$ cat src/rtl/usb_pkg.sv
// Shared definitions for the USB transmit packet scheduler: packet type codes,
// frame sizes, SYNC pattern and scheduler state encodings.
package usb_pkg;

    localparam logic [1:0] PKT_TOKEN  = 2'b01;
    localparam logic [1:0] PKT_DATA   = 2'b11;
    localparam logic [1:0] PKT_HSHAKE = 2'b10;

    localparam int TOKEN_SIZE  = 27;
    localparam int DATA_SIZE   = 80;
    localparam int HSHAKE_SIZE = 16;

    localparam int FRAME_W = DATA_SIZE;

    localparam logic [7:0] SYNC_BYTE = 8'h80;

    typedef logic [2:0] sched_state_t;

    localparam sched_state_t IDLE     = 3'd0;
    localparam sched_state_t TYPE     = 3'd1;
    localparam sched_state_t SHIFT    = 3'd2;
    localparam sched_state_t END      = 3'd3;
    localparam sched_state_t WAIT_END = 3'd4;
    localparam sched_state_t GAP      = 3'd5;

    // The PID byte carries the check nibble in its upper half.
    function automatic logic [7:0] pid_byte(input logic [3:0] pid);
        return {~pid, pid};
    endfunction

endpackage

$ cat src/rtl/usb_tx_pkt_sched_if.sv
// Request/grant bundle for the three requesters plus the CRC-stage link and
// scheduler status, shared between the scheduler (slave) and its clients (master).
interface usb_tx_pkt_sched_if;

    logic        hs_req;
    logic [3:0]  hs_pid;
    logic        hs_gnt;

    logic        tok_req;
    logic [3:0]  tok_pid;
    logic [6:0]  tok_addr;
    logic [3:0]  tok_endp;
    logic        tok_gnt;

    logic        data_req;
    logic [3:0]  data_pid;
    logic [63:0] data_payload;
    logic        data_gnt;

    logic [1:0]  pkt_in;
    logic        s_in;
    logic        endr;
    logic        endb;

    logic        busy;
    logic        pkt_done;
    logic        err_timeout;

    modport master (
        output hs_req, hs_pid,
        output tok_req, tok_pid, tok_addr, tok_endp,
        output data_req, data_pid, data_payload,
        output endb,
        input  hs_gnt, tok_gnt, data_gnt,
        input  pkt_in, s_in, endr,
        input  busy, pkt_done, err_timeout
    );

    modport slave (
        input  hs_req, hs_pid,
        input  tok_req, tok_pid, tok_addr, tok_endp,
        input  data_req, data_pid, data_payload,
        input  endb,
        output hs_gnt, tok_gnt, data_gnt,
        output pkt_in, s_in, endr,
        output busy, pkt_done, err_timeout
    );

endinterface

$ cat src/rtl/counter.sv
// Generic up-counter with synchronous reset, synchronous clear and count enable.
module counter #(
    parameter int W = 8
) (
    input  logic         clk,
    input  logic         rst,
    input  logic         clr,
    input  logic         en,
    output logic [W-1:0] count
);

    always_ff @(posedge clk) begin
        if (rst || clr) begin
            count <= '0;
        end else if (en) begin
            count <= count + W'(1);
        end
    end

endmodule

$ cat src/rtl/piso_shifter.sv
// Parallel-in serial-out shift register; bit 0 is presented first and the
// register shifts right on each enabled cycle.
module piso_shifter #(
    parameter int W = 80
) (
    input  logic         clk,
    input  logic         rst,
    input  logic         load,
    input  logic [W-1:0] din,
    input  logic         shift,
    output logic         bit_out
);

    logic [W-1:0] r_sr;

    always_ff @(posedge clk) begin
        if (rst) begin
            r_sr <= '0;
        end else if (load) begin
            r_sr <= din;
        end else if (shift) begin
            r_sr <= {1'b0, r_sr[W-1:1]};
        end
    end

    assign bit_out = r_sr[0];

endmodule

$ cat src/rtl/usb_tx_pkt_sched.sv
// Transmit packet scheduler: arbitrates handshake/token/data requests, serializes
// the winning frame LSB-first to the CRC stage and paces packets on endb.
module usb_tx_pkt_sched
    import usb_pkg::*;
#(
    parameter int IFG_CYCLES = 2,
    parameter int TIMEOUT    = 1023
) (
    input  logic clk,
    input  logic rst,
    usb_tx_pkt_sched_if.slave bus
);

    localparam int WW = $clog2(TIMEOUT + 1);
    localparam int GW = (IFG_CYCLES > 0) ? $clog2(IFG_CYCLES + 1) : 1;

    sched_state_t        r_state;
    sched_state_t        w_next;
    logic [1:0]          r_code;
    logic [6:0]          r_len;

    logic                w_hs_gnt;
    logic                w_tok_gnt;
    logic                w_data_gnt;
    logic                w_any_gnt;

    logic [FRAME_W-1:0]  w_frame;
    logic [1:0]          w_code;
    logic [6:0]          w_len;

    logic [6:0]          w_bitcnt;
    logic [WW-1:0]       w_wdog;
    logic [GW-1:0]       w_gapcnt;

    logic                w_sr_bit;
    logic                w_shift_done;
    logic                w_wd_expire;
    logic                w_gap_done;

    // Fixed priority hs > tok > data, only while idle and never during reset.
    assign w_hs_gnt   = (r_state == IDLE) && !rst && bus.hs_req;
    assign w_tok_gnt  = (r_state == IDLE) && !rst && !bus.hs_req && bus.tok_req;
    assign w_data_gnt = (r_state == IDLE) && !rst && !bus.hs_req && !bus.tok_req && bus.data_req;
    assign w_any_gnt  = w_hs_gnt || w_tok_gnt || w_data_gnt;

    always_comb begin
        w_frame = '0;
        w_code  = PKT_HSHAKE;
        w_len   = 7'(HSHAKE_SIZE);
        if (w_hs_gnt) begin
            w_frame[HSHAKE_SIZE-1:0] = {pid_byte(bus.hs_pid), SYNC_BYTE};
        end else if (w_tok_gnt) begin
            w_frame[TOKEN_SIZE-1:0] = {bus.tok_endp, bus.tok_addr, pid_byte(bus.tok_pid), SYNC_BYTE};
            w_code                  = PKT_TOKEN;
            w_len                   = 7'(TOKEN_SIZE);
        end else if (w_data_gnt) begin
            w_frame = {bus.data_payload, pid_byte(bus.data_pid), SYNC_BYTE};
            w_code  = PKT_DATA;
            w_len   = 7'(DATA_SIZE);
        end
    end

    piso_shifter #(.W(FRAME_W)) u_piso (
        .clk     (clk),
        .rst     (rst),
        .load    (w_any_gnt),
        .din     (w_frame),
        .shift   (r_state == SHIFT),
        .bit_out (w_sr_bit)
    );

    counter #(.W(7)) u_bitcnt (
        .clk   (clk),
        .rst   (rst),
        .clr   (r_state == IDLE),
        .en    (r_state == SHIFT),
        .count (w_bitcnt)
    );

    counter #(.W(WW)) u_wdog (
        .clk   (clk),
        .rst   (rst),
        .clr   (r_state != WAIT_END),
        .en    (r_state == WAIT_END),
        .count (w_wdog)
    );

    counter #(.W(GW)) u_gapcnt (
        .clk   (clk),
        .rst   (rst),
        .clr   (r_state != GAP),
        .en    (r_state == GAP),
        .count (w_gapcnt)
    );

    assign w_shift_done = (w_bitcnt == (r_len - 7'd1));
    assign w_wd_expire  = (r_state == WAIT_END) && (w_wdog == WW'(TIMEOUT));
    assign w_gap_done   = (w_gapcnt == GW'(IFG_CYCLES - 1));

    always_comb begin
        w_next = r_state;
        case (r_state)
            IDLE:     if (w_any_gnt) w_next = TYPE;
            TYPE:     w_next = SHIFT;
            SHIFT:    if (w_shift_done) w_next = END;
            END:      w_next = WAIT_END;
            WAIT_END: begin
                if (bus.endb || w_wd_expire) begin
                    w_next = (IFG_CYCLES == 0) ? IDLE : GAP;
                end
            end
            GAP:      if (w_gap_done) w_next = IDLE;
            default:  w_next = IDLE;
        endcase
    end

    always_ff @(posedge clk) begin
        if (rst) begin
            r_state <= IDLE;
            r_code  <= '0;
            r_len   <= '0;
        end else begin
            r_state <= w_next;
            if (w_any_gnt) begin
                r_code <= w_code;
                r_len  <= w_len;
            end
        end
    end

    assign bus.hs_gnt      = w_hs_gnt;
    assign bus.tok_gnt     = w_tok_gnt;
    assign bus.data_gnt    = w_data_gnt;
    assign bus.pkt_in      = (r_state == TYPE) ? r_code : 2'b00;
    assign bus.s_in        = (r_state == SHIFT) && w_sr_bit;
    assign bus.endr        = (r_state == END);
    assign bus.busy        = (r_state != IDLE);
    // endb wins over a simultaneous watchdog expiry.
    assign bus.pkt_done    = (r_state == WAIT_END) && bus.endb;
    assign bus.err_timeout = w_wd_expire && !bus.endb;

endmodule

$ cat src/flat_wrapper.sv
// flat-port wrapper written by rule: the top's interface ports become plain ports
module usb_tx_pkt_sched_flat import usb_pkg::*;
#(
    parameter int IFG_CYCLES = 2,
    parameter int TIMEOUT    = 1023
)
  (clk, rst, bus_hs_req, bus_hs_pid, bus_tok_req, bus_tok_pid, bus_tok_addr, bus_tok_endp, bus_data_req, bus_data_pid, bus_data_payload, bus_endb, bus_hs_gnt, bus_tok_gnt, bus_data_gnt, bus_pkt_in, bus_s_in, bus_endr, bus_busy, bus_pkt_done, bus_err_timeout);
  usb_tx_pkt_sched_if bus_i ();
  input  logic clk;
  input  logic rst;
  input wire logic [$bits(bus_i.hs_req)-1:0] bus_hs_req;
  input wire logic [$bits(bus_i.hs_pid)-1:0] bus_hs_pid;
  input wire logic [$bits(bus_i.tok_req)-1:0] bus_tok_req;
  input wire logic [$bits(bus_i.tok_pid)-1:0] bus_tok_pid;
  input wire logic [$bits(bus_i.tok_addr)-1:0] bus_tok_addr;
  input wire logic [$bits(bus_i.tok_endp)-1:0] bus_tok_endp;
  input wire logic [$bits(bus_i.data_req)-1:0] bus_data_req;
  input wire logic [$bits(bus_i.data_pid)-1:0] bus_data_pid;
  input wire logic [$bits(bus_i.data_payload)-1:0] bus_data_payload;
  input wire logic [$bits(bus_i.endb)-1:0] bus_endb;
  output wire logic [$bits(bus_i.hs_gnt)-1:0] bus_hs_gnt;
  output wire logic [$bits(bus_i.tok_gnt)-1:0] bus_tok_gnt;
  output wire logic [$bits(bus_i.data_gnt)-1:0] bus_data_gnt;
  output wire logic [$bits(bus_i.pkt_in)-1:0] bus_pkt_in;
  output wire logic [$bits(bus_i.s_in)-1:0] bus_s_in;
  output wire logic [$bits(bus_i.endr)-1:0] bus_endr;
  output wire logic [$bits(bus_i.busy)-1:0] bus_busy;
  output wire logic [$bits(bus_i.pkt_done)-1:0] bus_pkt_done;
  output wire logic [$bits(bus_i.err_timeout)-1:0] bus_err_timeout;
  assign bus_i.hs_req = bus_hs_req;
  assign bus_i.hs_pid = bus_hs_pid;
  assign bus_i.tok_req = bus_tok_req;
  assign bus_i.tok_pid = bus_tok_pid;
  assign bus_i.tok_addr = bus_tok_addr;
  assign bus_i.tok_endp = bus_tok_endp;
  assign bus_i.data_req = bus_data_req;
  assign bus_i.data_pid = bus_data_pid;
  assign bus_i.data_payload = bus_data_payload;
  assign bus_i.endb = bus_endb;
  assign bus_hs_gnt = bus_i.hs_gnt;
  assign bus_tok_gnt = bus_i.tok_gnt;
  assign bus_data_gnt = bus_i.data_gnt;
  assign bus_pkt_in = bus_i.pkt_in;
  assign bus_s_in = bus_i.s_in;
  assign bus_endr = bus_i.endr;
  assign bus_busy = bus_i.busy;
  assign bus_pkt_done = bus_i.pkt_done;
  assign bus_err_timeout = bus_i.err_timeout;
  usb_tx_pkt_sched #(.IFG_CYCLES(IFG_CYCLES), .TIMEOUT(TIMEOUT)) u_core (.clk(clk), .rst(rst), .bus(bus_i));
endmodule
$ cat config.mk
export PLATFORM = sky130hd
export DESIGN_NAME = usb_tx_pkt_sched_flat
export DESIGN_NICKNAME = d
export VERILOG_FILES = /design/src/rtl/usb_pkg.sv /design/src/rtl/usb_tx_pkt_sched_if.sv /design/src/rtl/counter.sv /design/src/rtl/piso_shifter.sv /design/src/rtl/usb_tx_pkt_sched.sv /design/src/flat_wrapper.sv
export SDC_FILE = /design/constraint.sdc
export NUM_CORES = 1
export LEC_CHECK = 0
export BUFFER_PORTS_ARGS = -buffer_cell sky130_fd_sc_hd__buf_2
export CAP_MARGIN = 15
export CORE_UTILIZATION = 32
export CTS_BUF_LIST = sky130_fd_sc_hd__clkbuf_4 sky130_fd_sc_hd__clkbuf_8
export DETAILED_ROUTE_END_ITERATION = 7
export SLEW_MARGIN = 20
export SYNTH_ARGS = -nofsm -noshare
export SYNTH_HDL_FRONTEND = slang
export SYNTH_SLANG_ARGS = --single-unit
$ cat constraint.sdc
create_clock -name clk -period 6 [get_ports clk]
set_input_delay 0.9 -clock clk [delete_from_list [all_inputs] [get_ports clk]]
set_output_delay 0.9 -clock clk [all_outputs]
set_load 0.01 [all_outputs]
======== Word-level counts from Yosys, hierarchy flattened ========
Cells that the tools add are included.
word-level totals
  register bits after elaboration ......... 111
  bits in latches ......................... 0
  RAM bits ................................ 0
  bits in read-only memories .............. 0
  bits of input ports ..................... 93
  output and inout port bits .............. 10
  memories kept ........................... 0
cells by class
  add/subtract/negate cells ............... 4
  multipliers ............................. 0
  divide/modulo/power cells ............... 0
  $lt $le $gt $ge ......................... 0
  equality and inequality tests ........... 14
  shift operators ......................... 0
  mux-type cells .......................... 19
  bitwise gates (word level) .............. 3
  reductions and logical operators ........ 24
operator list
  operator                                                                 count
  80-bit 2-to-1 mux                                                        3
  64-bit 2-to-1 mux                                                        1
  53-bit 2-to-1 mux                                                        1
  27-bit 2-to-1 mux                                                        1
  7-bit 2-to-1 mux                                                         3
  3-bit case mux with 6 select lines                                       1
  16-bit 2-to-1 mux                                                        1
  3-bit 2-to-1 mux                                                         4
  4-bit inverter                                                           3
  10-bit by 1-bit adder with 10-bit output, second input constant          1
  10-bit equality test, second input constant                              1
  1-bit logical AND                                                        10
  2-bit by 1-bit inequality test with 1-bit output, second input constant  4
  7-bit by 1-bit adder with 7-bit output, second input constant            1
  7-bit equality test                                                      1
  7-bit by 1-bit subtractor with 7-bit output, second input constant       1
  3-bit by 2-bit equality test with 1-bit output, second input constant    2
  3-bit equality test, second input constant                               2
  1-bit logical OR                                                         6
  2-bit 2-to-1 mux                                                         3
  3-bit inequality test, second input constant                             2
  1-bit logical NOT                                                        4
  4-bit AND reduction                                                      1
  3-bit by 1-bit equality test with 1-bit output, second input constant    1
  6 further kinds                                                          6

======== Logic depth before layout (Yosys ltp) ========
Gate-level depths: netlist (run 1).
  word-level depth ........................ 9
  depth in mapped cells ................... 7
  depth with buffers taken out ............ 6

======== Cells and area by module ========
Synthesis (run 1) repeated with hierarchy kept, for this count alone.
unflattened totals
  cells, all modules ...................... 616
  area total of the unflattened synthesis .. 5734.2 µm²
modules (own cells, without submodules)
  module                      times used  cells an instance  area an instance (µm²)  sequential area each (µm²)
  piso_shifter                1           356                3702.3                  1601.5
  usb_tx_pkt_sched            1           172                1201.2                  160.2
  counter at u_core.u_wdog    1           48                 444.2                   200.2
  counter at u_core.u_bitcnt  1           33                 302.8                   140.1
  counter at u_core.u_gapcnt  1           7                  83.8                    40.0

======== Worst setup path before layout (run 1) ========
Ideal clock, no wire load.
  kind .................................... input-to-output
  start point ............................. input port rst
  end point ............................... output port bus_tok_gnt
  data arrival time ....................... 1961 ps
  required time ........................... 5100 ps
  setup slack ............................. 3139 ps
  stages on the path ...................... 4
  path buffers ............................ 2
  cell sequence ........................... or4_1 > buf_2 > nor3b_2 > buf_2
on the way
  word-level cells in the longest chain between the ends .. 4
ends and longest elaborated chain
  element                          line                    source
  from (decl)                      flat_wrapper.sv:10      input logic rst;
  1-bit logical NOT                usb_tx_pkt_sched.sv:42  assign w_tok_gnt = (r_state == IDLE) && !rst && !bus.hs_req && bus.tok_req;
  1-bit logical AND (3 in series)  usb_tx_pkt_sched.sv:42
  to (decl)                        flat_wrapper.sv:22      output wire logic [$bits(bus_i.tok_gnt)-1:0] bus_tok_gnt;
Every way passes these cells.

======== Worst setup path after layout (run 1) ========
  start point ............................. register u_core.r_state[2]
  end point ............................... output port bus_tok_gnt
on the way
  word-level cells in the longest chain between the ends .. 4
ends and longest elaborated chain
  element                          line                     source
  from (decl)                      usb_tx_pkt_sched.sv:17   sched_state_t r_state;
  from (signal assigned)           usb_tx_pkt_sched.sv:123  r_state <= w_next;
  3-bit logical NOT                usb_tx_pkt_sched.sv:42
  1-bit logical AND (3 in series)  usb_tx_pkt_sched.sv:42
Every way passes these cells.

==> Implementation_results.wiki, run 1 <==
{| class="wikitable"
! Metric !! Value
|-
| Run status || finished, final reports clean
|-
| Top-Level Pins || 103
|-
| Crit. End Element || output port
|-
| Internal Power || 1.374 mW
|-
| Routed wire length per instance || 13.60 µm
|-
| Cell variety after synth || 46
|-
| Leakage Power || 2.066 nW
|-
| Most frequent cell after synthesis || sky130_fd_sc_hd__nand2_1
|-
| Setup Skew || between 0.01 and 0.015 ns
|-
| Hold path start || u_core.u_gapcnt.count[0]$_SDFFE_PP0P_
|-
| Max IR drop VDD || 0.1851 mV
|-
| Slew of the pin with the lowest slew margin || 1.037 ns
|-
| Relative contribution of sequential cells to total power || 0.461
|-
| Post-cts gate resize count || 0
|-
| Clock Root Buffer || sky130_fd_sc_hd__clkbuf_8
|-
| Depth of the worst register-to-register path || 5
|-
| Power Density || 390.4 nW/µm²
|-
| Slew margin rel. || 0.3055
|-
| Final cell count without fillers || 870
|-
| CTS Buf Count || 9
|-
| Cell area after layout || 5594 µm²
|-
| Endpoint of the worst hold-timing path || u_core.u_gapcnt.count[0]$_SDFFE_PP0P_
|-
| Final estimated routing congestion in global placement || 0.7390
|-
| DIE AREA || 15530 µm²
|-
| Post-detailed-route count of antenna-violating nets || 0
|-
| Launch point of the worst reg-to-reg path || u_core.r_state[2]$_SDFFE_PP0P_
|-
| Die Ht || roughly 120 µm
|-
| Top_reg_cell synth || sky130_fd_sc_hd__dfxtp_1
|-
| NumNets Final || 778
|-
| Global-route congestion overflow total || 0
|-
| First-pass GRT wire length || 19750 µm
|-
| Htree depth || 3
|-
| Number of maximum-capacitance constraint violations || 0
|-
| Setup slack of the most critical reg-to-reg path || about 3.3 ns
|-
| Sum of routed wire length over all layers || approximately 12000 µm
|-
| Number of global-route vias before repair || around 4200
|-
| Net Sw Frac || 0.3708
|-
| Drc violations || 0
|-
| GRT Total Usage || 0.1548
|-
| Antenna fix cells || 0
|-
| Clock tree from TritonCTS || built
|-
| Worst Setup Slack post-DPL || 2.344 ns
|-
| Largest fanout of any net on the critical path || 16
|-
| Num rows || 44
|-
| Initial detailed-routing violation count || slightly above 300
|-
| DR top layer || met4
|-
| Met2 WL post-DR || 5308 µm
|-
| Hold_buf cts || 0
|-
| Total Negative Setup Slacks || 0 ns
|-
| Final period utilization || 0.6119
|-
| Number of synthesized register bits || 107
|-
| Type of the most critical hold path || reg -> reg
|-
| Kind of start point of the critical path || flip-flop
|-
| Largest net degree at the start of global routing || 86
|-
| Area contributors post-synth || sky130_fd_sc_hd__dfxtp_1 (45%), sky130_fd_sc_hd__nand2_1 (8.4%), sky130_fd_sc_hd__a211oi_1 (8.3%)
|-
| Initial antenna violation count || 0
|-
| Setup ws final || 2.328 ns
|-
| Area fraction of the dominant cell type after synthesis || 0.4453
|-
| Via-per-instance ratio || 5.105
|-
| Number of flops mapped to enable cells by yosys || 0
|-
| Required time of the critical path || 5.10 ns
|-
| Post-synthesis cell area || 4811 µm²
|-
| Most area-hungry cell type in the Yosys netlist || sky130_fd_sc_hd__dfxtp_1
|-
| Worst EP arrival || 2.77 ns
|-
| Area of the placeable core || around 15000 µm²
|-
| Number of I/O port buffers || 102
|-
| Cell area reported after detailed placement || roughly 5400 µm²
|-
| Deepest clock path buffer count || 2
|-
| Number of placed instances, taps included || 854
|-
| Final Setup Violations || 0
|-
| Final Max Tran Viols || 0
|-
| Synth-to-Final Area Change || 16.28%
|-
| Num Clock Sinks || 107
|-
| Min Clock Period, post-route || 3.672 ns
|-
| Share of power burned in combinational logic || 0.325
|-
| Clock transition time at the flip-flop clock pins of the worst setup and hold paths || 0.10 ns
|-
| Via total after detailed routing || 4441
|-
| Category of the critical setup timing path || reg -> out
|-
| Setup fix buffers added after clock tree synthesis || 0
|-
| Metal-1 WL || 5753 µm
|-
| Most instantiated cells after synthesis || sky130_fd_sc_hd__nand2_1 (108), sky130_fd_sc_hd__dfxtp_1 (107), sky130_fd_sc_hd__nor2_1 (96)
|-
| Length of routed met3 wiring || about 560 µm
|-
| Share of final-layout standard cells stronger than drive strength 1 || 0.1910
|-
| Number of instances in the synthesized netlist || 614
|-
| Max Freq || 272.4 MHz
|-
| Part of the power in the clock network || 0.213
|-
| Hpwl dp || approximately 7500 µm
|-
| Reg-to-reg endpoint || u_core.u_piso.r_sr[26]$_SDFFE_PP0P_
|-
| Synth warn || 0
|-
| Fill cell count || 1532
|-
| Sequential area share after synthesis || 0.4453
|-
| Share of synthesized flip-flops with an asynchronous set or reset || 0
|-
| Net count of the mapped netlist || 711
|-
| Average footprint of a synthesized cell || 7.835 µm²
|-
| Hold-critical path depth || 1
|-
| Clk Latency, worst-skew pair || 0.38 ns
|-
| Fin util || 0.3834
|-
| Number of detailed-route iterations in the first pass || 5
|-
| Starting utilization of the core area || 0.3298
|-
| Net switching power of the design || 0.8099 mW
|-
| DIE WIDTH || about 120 µm
|-
| RSZ-0062 raised after global routing || no
|-
| Number of hold violations in the final report || 0
|}
-- per-layer routing --
layer	track usage	up-vias
met5	0	-
met4	0.06237	0
met3	0.02706	17
met2	0.2535	108
met1	0.2006	2055
li1	-	2261
-- worst max-delay path: stages (launching register included) --
cell and delay (ns):
sky130_fd_sc_hd__dfxtp_1 0.47, sky130_fd_sc_hd__or4_1 0.74, sky130_fd_sc_hd__nor3b_2 0.90, sky130_fd_sc_hd__buf_2 0.28
-- per-stage QoR --
stage	power, mW	hold WS (ns)
3_5_place_dp	1.735	0.4179
3_3_place_gp	1.713	0.4073
2_1_floorplan	1.553	0.3989
4_1_cts	2.204	0.4325
5_1_grt	2.352	0.4455
6_report	2.184	0.4275
-- worst max-delay path by stage --
stage | from | to | slack, ns | depth (start not counted)
2_1_floorplan | rst | bus_tok_gnt | 3.14 | 4
3_3_place_gp | rst | bus_tok_gnt | 2.37 | 4
3_5_place_dp | rst | bus_tok_gnt | 2.34 | 4
4_1_cts | u_core.r_state[2]$_SDFFE_PP0P_ | bus_tok_gnt | 2.30 | 3
5_1_grt | u_core.r_state[2]$_SDFFE_PP0P_ | bus_tok_gnt | 2.17 | 3
6_report | u_core.r_state[2]$_SDFFE_PP0P_ | bus_tok_gnt | 2.33 | 3
-- cells in the final DEF, fill, tap and decap left out, types with 3 or more instances in the layout --
cell                        count
sky130_fd_sc_hd__o2bb2ai_1      3
sky130_fd_sc_hd__nor2b_1        3
sky130_fd_sc_hd__xnor2_1        6
sky130_fd_sc_hd__o31ai_1        3
sky130_fd_sc_hd__nor3b_1        5
sky130_fd_sc_hd__o21ai_0       63
sky130_fd_sc_hd__a311oi_1      12
sky130_fd_sc_hd__inv_6          4
sky130_fd_sc_hd__a21oi_1       21
sky130_fd_sc_hd__inv_1         10
sky130_fd_sc_hd__xor2_1        11
sky130_fd_sc_hd__clkbuf_8       9
sky130_fd_sc_hd__buf_2        102
sky130_fd_sc_hd__a221oi_1       4
sky130_fd_sc_hd__dfxtp_1      107
sky130_fd_sc_hd__and2_1         4
sky130_fd_sc_hd__a22oi_1        3
sky130_fd_sc_hd__nand3_1        6
sky130_fd_sc_hd__a211oi_1      53
sky130_fd_sc_hd__nand2_1      108
sky130_fd_sc_hd__and4_1         3
sky130_fd_sc_hd__buf_4          5
sky130_fd_sc_hd__nand2b_1       3
sky130_fd_sc_hd__a31oi_1        3
sky130_fd_sc_hd__nor2_1        96
sky130_fd_sc_hd__nand4_1        3
sky130_fd_sc_hd__nor3_1         5
sky130_fd_sc_hd__ha_1           4
-- kinds of logic (layout without fill, tap and decap cells) --
| kind of cell | count (synthesis) | count (layout) | share of synthesized area |
|---|---|---|---|
| fa+ha+maj | 4 | 4 | 0.01040 |
| flops | 107 | 107 | 0.4453 |
| compound gates | 171 | 171 | 0.2281 |
| simple gates | 253 | 253 | 0.2304 |
| mux | 1 | 1 | 0.002081 |
| buf+inv | 61 | 133 | 0.05280 |
| xor+xnor | 17 | 17 | 0.03095 |
-- area by class of cell --
class,instances,area [µm²],area share
multi-input cells,446,2435,0.4352
flip-flops and latches,107,2142,0.3829
repair buffers,107,548.0,0.09796
well taps,184,230.2,0.04115
clock buffers,10,131.4,0.02348
clock inverters,6,70.07,0.01253
inverters,10,37.54,0.006710
-- power by group through the flow --
stage	Clock [mW]	Sequential [mW]	Combinational, mW
finish	0.466	1.01	0.710
global route	0.501	1.03	0.819
CTS	0.478	1.01	0.720
detailed placement	0	1.02	0.715
global placement	0	1.02	0.696
floorplan	0	0.983	0.570
-- registers in the layout (all words and copies together) (netlist names) --
name and flops:
u_core.r_code 2, u_core.r_len 3, u_core.r_state 3, u_core.u_bitcnt.count 7, u_core.u_gapcnt.count 2, u_core.u_piso.r_sr 80, u_core.u_wdog.count 10
Power figures use the tool's default switching activity.
==> run 2: changes to the inputs <==
==> constraint.sdc (replaced) <==
create_clock -name clk -period 3.3 [get_ports clk]
set_input_delay 0.495 -clock clk [delete_from_list [all_inputs] [get_ports clk]]
set_output_delay 0.495 -clock clk [all_outputs]
set_load 0.01 [all_outputs]
==> run 2 against run 1 <==
  * Highest routed layer unchanged
  * Register-to-register slack lost 2.7 ns
  * Critical endpoint is now bus_data_gnt
  * Design area is 0.76% higher
  * Worst hold slack worse by 0.077 ns
  * Sequential share of layout area down 0.29 points
==> Implementation_results.wiki, run 2 (same netlist as run 1, synthesis figures left out) <==
{| class="wikitable"
! Metric !! Value
|-
| Run status || finished, final reports clean
|-
| Fin util || 0.3864
|-
| Die Ht || between 100 and 150 µm
|-
| Number of global-route vias before repair || 4137
|-
| GRT Total Usage || 0.1575
|-
| Initial detailed-routing violation count || 246
|-
| Required time of the critical path || 2.80 ns
|-
| Final Setup Violations || 0
|-
| Share of final-layout standard cells stronger than drive strength 1 || 0.1945
|-
| Crit. End Element || output port
|-
| Number of I/O port buffers || 102
|-
| Final Max Tran Viols || 0
|-
| Antenna fix cells || 0
|-
| Min Clock Period, post-route || 2.938 ns
|-
| Num Clock Sinks || 107
|-
| Setup Skew || between 0.01 and 0.015 ns
|-
| Max IR drop VDD || just over 0.3 mV
|-
| Pwr Total || about 4.0 mW
|-
| Setup fix buffers added after clock tree synthesis || 0
|-
| Largest fanout of any net on the critical path || 66
|-
| Clock Root Buffer || sky130_fd_sc_hd__clkbuf_8
|-
| Critical-path cell list || or4_1 > nor4b_4 > buf_12 > buf_2
|-
| Initial antenna violation count || 0
|-
| DIE WIDTH || 124.6 µm
|-
| Worst EP arrival || around 2.4 ns
|-
| Htree depth || 3
|-
| Largest register by flop count || u_core.u_piso.r_sr
|-
| CP max stage cell || sky130_fd_sc_hd__or4_1
|-
| Sum of routed wire length over all layers || 11940 µm
|-
| Type of the most critical hold path || in -> reg
|-
| Routed wire length per instance || 13.67 µm
|-
| First-pass GRT wire length || 20110 µm
|-
| Area of the placeable core || 14590 µm²
|-
| Drc violations || 0
|-
| Synth-to-Final Area Change || 17.17%
|-
| Cell area after layout || 5637 µm²
|-
| Via-per-instance ratio || 5.158
|-
| Clock tree from TritonCTS || built
|-
| Post-detailed-route count of antenna-violating nets || 0
|-
| DIE AREA || 15530 µm²
|-
| Worst hold-check slack || 0.3504 ns
|-
| Starting utilization of the core area || 0.3298
|-
| Largest registers || u_core.u_piso.r_sr: 80 flops, u_core.u_wdog.count: 10 flops, u_core.u_bitcnt.count: 7 flops
|-
| Final estimated routing congestion in global placement || 0.7702
|-
| Power Density || 701.2 nW/µm²
|-
| Max Freq || roughly 340 MHz
|-
| Number of maximum-capacitance constraint violations || 0
|-
| CTS Buf Count || 9
|-
| NumNets Final || about 780
|-
| Top-Level Pins || 103
|-
| Largest stage delay on the critical path || around 0.74 ns
|-
| Global-route congestion overflow total || 0
|-
| Number of detailed-route iterations in the first pass || 4
|-
| Clk Latency, worst-skew pair || 0.38 ns
|-
| Slew margin rel. || 0.3221
|-
| Slew of the pin with the lowest slew margin || 1.013 ns
|-
| Largest net degree at the start of global routing || 86
|-
| RSZ-0062 raised after global routing || no
|-
| Clock transition time at the flip-flop clock pins of the worst setup and hold paths || about 0.10 ns
|-
| Cell area reported after detailed placement || 5448 µm²
|-
| Fill cell count || between 1500 and 2000
|-
| Setup slack of the most critical reg-to-reg path || 0.59 ns
|-
| Kind of start point of the critical path || flip-flop
|-
| Total Negative Setup Slacks || 0 ns
|-
| Final period utilization || 0.8903
|-
| Most common cell after layout, fill and taps aside || sky130_fd_sc_hd__nand2_1
|-
| Via total after detailed routing || 4503
|-
| Post-cts gate resize count || 0
|-
| Leakage Power || 2.082 nW
|-
| Leading cell types in the layout, fill and taps excluded || sky130_fd_sc_hd__nand2_1 (108), sky130_fd_sc_hd__dfxtp_1 (107), sky130_fd_sc_hd__buf_2 (102)
|-
| Number of hold violations in the final report || 0
|-
| Num rows || 44
|-
| Max reg flops || 80
|-
| Hold_buf cts || 0
|-
| Category of the critical setup timing path || reg -> out
|-
| Deepest clock path buffer count || 2
|-
| Hpwl dp || roughly 7700 µm
|}
-- run 2: cell type report --
type                    count  area (µm²)  share of cell area
multi-input cells         446        2430              0.4311
flip-flops and latches    107        2142              0.3800
well taps                 184       230.2             0.04084
clock buffers              15       181.4             0.03219
clock inverters             1       7.507            0.001332
repair buffers            110       608.1              0.1079
inverters                  10       37.54            0.006659
-- run 2: where the power goes --
group	internal, mW	leakage [nW]	switching (mW)	total, mW
logic	0.532	1.11	0.811	1.34
clock network	0.351	0.0976	0.422	0.773
registers	1.64	0.877	0.201	1.84
-- run 2: layer usage --
metal,vias to the layer above,global-route usage,wire [µm]
met5,-,0,0
met4,0,0.06378,200
met3,13,0.03522,704
met2,118,0.2489,5515
met1,2113,0.2069,5514
li1,2259,-,-
-- run 2: worst max-delay path: cells and delay by family (launching register included) --
family        cells  cell delay [ns]
simple gates      2             1.10
flops             1             0.46
buf+inv           2             0.50
-- run 2: worst paths after layout --
path	from	end	cells after the start
setup / recovery	u_core.r_state[2]$_SDFFE_PP0P_	bus_data_gnt	4
hold / removal	bus_data_payload[37]	u_core.u_piso.r_sr[53]$_SDFFE_PP0P_	3
setup reg to reg	u_core.r_state[2]$_SDFFE_PP0P_	u_core.u_piso.r_sr[46]$_SDFFE_PP0P_	5
hold reg to reg	u_core.u_gapcnt.count[0]$_SDFFE_PP0P_	u_core.u_gapcnt.count[0]$_SDFFE_PP0P_	1
-- run 2: stage by stage --
step / instances / setup slack, ns
finish: 873 / 0.3621
CTS: 873 / 0.3206
floorplan: 614 / 1.249
detailed placement: 857 / 0.5465
global route: 873 / 0.2337
global placement: 857 / 0.6442
